### src/rtl/weight_fifo_pkg.sv
// Types and default geometry shared by the weight FIFO load (input) and
// drain (output) controllers.
package weight_fifo_pkg;

  localparam int DEF_FIFO_WIDTH = 16;
  localparam int DEF_FIFO_DEPTH = 16;
  localparam int DEF_DATA_WIDTH = 8;

  typedef enum logic [1:0] {
    IDLE = 2'd0,
    LOAD = 2'd1,
    FULL = 2'd2
  } fifo_state_e;

endpackage

### src/rtl/fifo_in_ctrl.sv
// Load-side controller for the weight FIFOs: streams FIFO_DEPTH source rows
// into FIFO_WIDTH parallel lanes, then holds the image until the drain releases it.
module fifo_in_ctrl
  import weight_fifo_pkg::*;
#(
  parameter int  FIFO_WIDTH = DEF_FIFO_WIDTH,
  parameter int  FIFO_DEPTH = DEF_FIFO_DEPTH,
  parameter int  DATA_WIDTH = DEF_DATA_WIDTH,
  localparam int ROW_W      = $clog2(FIFO_DEPTH) + 1
) (
  input  logic                           clk,
  input  logic                           rstn,
  input  logic                           start,
  input  logic                           abort,
  input  logic                           in_valid,
  input  logic [FIFO_WIDTH*DATA_WIDTH-1:0] in_data,
  output logic                           in_ready,
  output logic [FIFO_WIDTH-1:0]          fifo_wen,
  output logic [FIFO_WIDTH*DATA_WIDTH-1:0] fifo_wdata,
  output logic [ROW_W-1:0]               wr_row,
  // release is a reserved word, so the drain-side handshake is release_img.
  input  logic                           release_img,
  output logic                           loaded,
  output logic                           busy
);

  localparam logic [ROW_W-1:0] LAST_ROW = ROW_W'(FIFO_DEPTH - 1);

  fifo_state_e      state_q, state_d;
  logic [ROW_W-1:0] row_q, row_d;
  logic             handshake;

  // Status decoded from registered state only, keeping inputs off the ready path.
  assign in_ready = (state_q == LOAD);
  assign busy     = (state_q == LOAD);
  assign loaded   = (state_q == FULL);

  assign handshake  = in_valid && in_ready && !abort;
  assign fifo_wen   = {FIFO_WIDTH{handshake}};
  assign fifo_wdata = in_data;
  assign wr_row     = row_q;

  always_comb begin
    // NOTE: defaults first so every path assigns both signals; no latch inferred.
    state_d = state_q;
    row_d   = row_q;
    case (state_q)
      IDLE: begin
        if (start) begin
          state_d = LOAD;
          row_d   = '0;
        end
      end
      LOAD: begin
        if (abort) begin
          state_d = IDLE;
          row_d   = '0;
        end else if (handshake) begin
          if (row_q == LAST_ROW) begin
            state_d = FULL;
            row_d   = '0;
          end else begin
            row_d = row_q + ROW_W'(1);
          end
        end
      end
      FULL: begin
        // A simultaneous start is dropped; a fresh pulse is needed from IDLE.
        if (release_img) state_d = IDLE;
      end
      default: begin
        state_d = IDLE;
        row_d   = '0;
      end
    endcase
  end

  // NOTE: sequential state uses non-blocking assignments so all registers
  // sample pre-edge values together.
  always_ff @(posedge clk or negedge rstn) begin
    if (!rstn) begin
      state_q <= IDLE;
      row_q   <= '0;
    end else begin
      state_q <= state_d;
      row_q   <= row_d;
    end
  end

endmodule

### config.mk
export PLATFORM = sky130hd
export DESIGN_NAME = fifo_in_ctrl
export DESIGN_NICKNAME = d
export VERILOG_FILES = /design/src/rtl/weight_fifo_pkg.sv /design/src/rtl/fifo_in_ctrl.sv
export SDC_FILE = /design/constraint.sdc
export NUM_CORES = 1
export LEC_CHECK = 0
export ABC_AREA = 1
export CORE_AREA = 4 4 108 110
export CTS_CLUSTER_SIZE = 12
export DETAILED_ROUTE_END_ITERATION = 8
export DIE_AREA = 0 0 112 114
export PLACE_DENSITY_LB_ADDON = 0.15
export REMOVE_ABC_BUFFERS = 1
export SETUP_SLACK_MARGIN = 0.3
export SKIP_CTS_REPAIR_TIMING = 1
export SLEW_MARGIN = 10
export SYNTH_ARGS = -nofsm -noshare
export SYNTH_HDL_FRONTEND = slang
export SYNTH_SLANG_ARGS = --single-unit
export TNS_END_PERCENT = 1
### constraint.sdc
create_clock -name clk -period 2 [get_ports clk]
set_input_delay 0.4 -clock clk [delete_from_list [all_inputs] [get_ports clk]]
set_output_delay 0.4 -clock clk [all_outputs]
set_load 0.02 [all_outputs]
---- Yosys cells after proc, flatten, opt, wreduce, memory -nomap -nowiden ----
Cells that the tools add are included.
storage, ports and cells
  register bits after elaboration ......... 7
  output and inout port bits .............. 152
  bits of input ports ..................... 134
operators by class
  equal/unequal tests ..................... 7
  muxes and demuxes ....................... 11
  $add $sub $neg .......................... 1
  bitwise logic cells ..................... 1
  reduce and logical (&&, ||, !) cells .... 6
operator list
  cell                                                    count
  2-to-1 mux 5 bit                                        4
  case mux 5 bit (3 select lines)                         1
  2-to-1 mux 2 bit                                        5
  inequality test 3 x 2 -> 1 bit (second input constant)  2
  case mux 2 bit (3 select lines)                         1
  adder 5 x 1 -> 5 bit (second input constant)            1
  == test 5 x 4 -> 1 bit (second input constant)          1
  inequality test 2 bit (second input constant)           2
  AND reduction 4 bit                                     1
  AND reduction 3 bit                                     1
  == test 2 x 1 -> 1 bit (second input constant)          1
  == test 2 bit (second input constant)                   1
  logical AND 1 bit                                       2
  logical NOT 2 bit                                       1
  logical NOT 1 bit                                       1
  NOT 1 bit                                               1

---- Logic depth before layout (Yosys ltp) ----
  depth after elaboration ................. 6
  mapped depth ............................ 7

---- Worst setup path before layout ----
No wires, ideal clock.
  kind .................................... reg-to-output
  start point ............................. register state_q[1]
  end point ............................... output fifo_wen[0]
  buffers on the path ..................... 1
  required time ........................... 1600 ps
  stages on the path, launching flop included .. 5
  arrival time ............................ 1533 ps
  slack ................................... 67 ps
  path through ............................ dfrtp_1 -> nor2_4 -> nand2_2 -> nor2_1 -> buf_4
between the ends
  longest elaborated chain between the ends .. 3
ends and longest elaborated chain
  what                            line                text
  start: declaration              fifo_in_ctrl.sv:29  fifo_state_e state_q, state_d;
  start signal: assignment        fifo_in_ctrl.sv:85  state_q <= state_d;
  == test 2 x 1 -> 1 bit          -
  named net busy                  fifo_in_ctrl.sv:24  output logic busy
  logical AND 1 bit (2 in a row)  fifo_in_ctrl.sv:38  assign handshake = in_valid && in_ready && !abort;
  end: declaration                fifo_in_ctrl.sv:18  output logic [FIFO_WIDTH-1:0] fifo_wen,
The timed path passes the listed nets, and every way through them passes these cells.

---- Worst setup path after layout ----
  start point ............................. input abort
  end point ............................... output fifo_wen[2]
between the ends
  longest elaborated chain between the ends .. 2
ends and longest elaborated chain
  what                line                text
  start: declaration  fifo_in_ctrl.sv:14  input logic abort,
  logical NOT 1 bit   fifo_in_ctrl.sv:38
  logical AND 1 bit   fifo_in_ctrl.sv:38
No other way between the ends.

==> qor.csv <==
metric,value,unit
outcome,"complete, no violations",
grt_antenna_before_repair,0,
portBuffers,29,
reg2reg_from,wr_row[0],
die_h,114,µm
ant_nets,0,
grt_setup_unrepaired,true,
worstSetupStartpoint,abort,
initial_utilization,14.43,%
cts-root-buf,clkbuf_8,
syn_area,0.001544,mm²
rr_worst_depth,6,
hpwl,19380,µm
via_count,854,
ys_warn_count,0,
endpoint_kind,primary output,
drive_above_1_share,18.37,%
vias_per_cell,3.588,
numCtsBuffers,3,
fmax,515.8,MHz
yosys.area.top_type,buf_4,
routabilityCongestion,1.266,
drv_cap,0,
wl,19850,µm
first_pass_iters,4,
ys_seq_area_share,11.35,%
die-area,0.01277,mm²
worst_path_max_delay_cell,clkdlybuf4s50_1,
ys_top_cells_by_area,"buf_4 71%, dfrtp_1 11%, nand2_1 3.4%, nand3_4 2.3%, inv_1 1.9%",
cts_tree,built,
cp_max_fo,16,
clk_pin_slew,0.04,ns
finalHoldViolations,0,
power-per-cell-area,1011,mW/mm²
slowest_delay,0.44,ns
rows,38,
fin_cells,238,
postSynthAreaPerCell,7.569,µm²
grt_max_degree,17,
worstPathRequired,1.60,ns
clk_latency,0.22,ns
synthDominantCellAreaShare,70.50,%
relSlewSlack,73.70,%
min_period,1.939,ns
grt_pass1_vias,888,
ir_worst_vdd,0.3409,mV
worstPathCellList,clkdlybuf4s50_1 -> inv_1 -> nand2_2 -> nor2_1 -> buf_4 -> dlymetal6s2s_1,
grt_usage,29.95,%
r2r_setup_slack,0.73,ns
post-route-period-util,96.93,%
slew_violations,0,
dp.cells,234,
regToRegEndpoint,wr_row[3],
grt_pass1_wl,22040,µm
core,0.01070,mm²
finalSetupViolations,0,
dp_worst_setup_slack,-0.3073,ns
fin_worst_skew,0.002068,ns
synthToLayoutAreaGrowth,-30.79,%
pin_count,286,
synth_seq_cells,7,
worst_slew_pin_slew,0.3933,ns
first_iter_violations,68,
htree_levels,1,
start_kind,primary input,
synth_cell_type_count,18,
final_nets,234,
drc,0,
fin_setup_tns,0,ns
cts.sinks,7,
cts.path.max_buffers,2,
worst_ep_arrival_time,1.54,ns
overflow,0,
hold_class,primary input to asynchronous set/reset pin,
synth_cells,204,
worst_slack,0.06131,ns
die_w,112,µm
power.leakage,0.7768,nW
wl_per_cell,83.39,µm
cp-endpoint,fifo_wen[2],
antennaDiodeCount,0,
crit_type,primary input to primary output,
## worst min-delay path by stage
| stage | from | to | slack (ns) | depth (start not counted) |
|---|---|---|---|---|
| finish | rstn | wr_row[0] | 0.47 | 1 |
| global route | rstn | wr_row[1] | 0.49 | 1 |
| CTS | rstn | wr_row[1] | 0.46 | 1 |
| detailed placement | wr_row[4] | wr_row[4] | 0.53 | 2 |
| global placement | wr_row[4] | wr_row[4] | 0.54 | 2 |
| floorplan | rstn | state_q[0] | 0.10 | 0 |
## registers in the layout, summed over array words and instances, names as in the netlist
name	count
wr_row	5
state_q	2
## through the flow
step                      area [µm²]  hold slack, ns  power (mW)  utilization [%]
after floorplan                455.4          0.1044      0.5883                -
after global routing            1069          0.4886       1.173            9.988
after detailed placement       965.9          0.5323      0.9135            9.029
after CTS                       1011          0.4642       1.125            9.450
after global placement         965.9          0.5426      0.9295            9.029
final                           1069          0.4686       1.080            9.988
## cells by family (layout without fill, tap and decap cells)
family | count (synthesis) | in the layout | synth area share [%]
AO/OA/AOI/OAI | 6 | 6 | 2.025
adder cells (fa/ha/maj) | 1 | 1 | 0.8102
AND/OR/NAND/NOR | 35 | 35 | 12.88
buffers and inverters | 155 | 49 | 72.93
flip-flops | 7 | 7 | 11.35
## per-layer routing
layer	share of wire (%)	up-vias	track usage, %
li1	-	264	-
met2	53	250	56.63
met5	0	-	0.3922
met3	33	38	48.06
met4	6.2	0	14.74
met1	7.2	302	6.065
## where the power goes
group	internal [mW]	switching, mW	leakage (nW)
Combinational	0.281	0.381	0.660
Sequential	0.176	0.0435	0.0943
Clock	0.138	0.0602	0.0228
## Yosys cell counts
master and count:
a21oi_1 1, nand4_1 2, nand2_2 2, nor2_1 8, nand3_4 2, buf_4 145
o21ai_1 3, inv_2 2, nand2_1 14, o21ai_0 1, dfrtp_1 7, nor2_4 2
ha_1 1, nand3b_1 1, nand3_1 3, nand3b_2 1, a31oi_1 1, inv_1 8
## worst max-delay path, delay by kind of cell
family / cells / cell delay (ns)
buffers and inverters: 4 / 0.97
and+or+nand+nor: 2 / 0.16
## cells in the final DEF, fill, tap and decap left out, types with 3 or more instances in the layout
master and n:
nor2_1 8, o21ai_1 3, clkbuf_8 3, dfrtp_1 7, nand3_1 3, inv_1 8, dlymetal6s2s_1 23, buf_4 6
clkdlybuf4s50_1 6, nand2_1 14
## cell type report
| class | instances | area (µm²) |
|---|---|---|
| fill | 1246 | 9629 |
| sequential | 7 | 175.2 |
| timing repair buffer | 35 | 392.9 |
| tap | 140 | 175.2 |
| multi-input combinational | 42 | 242.7 |
| clock buffer | 4 | 45.04 |
| inverter | 10 | 37.54 |
Note: power is estimated with default switching activity, not from simulation.
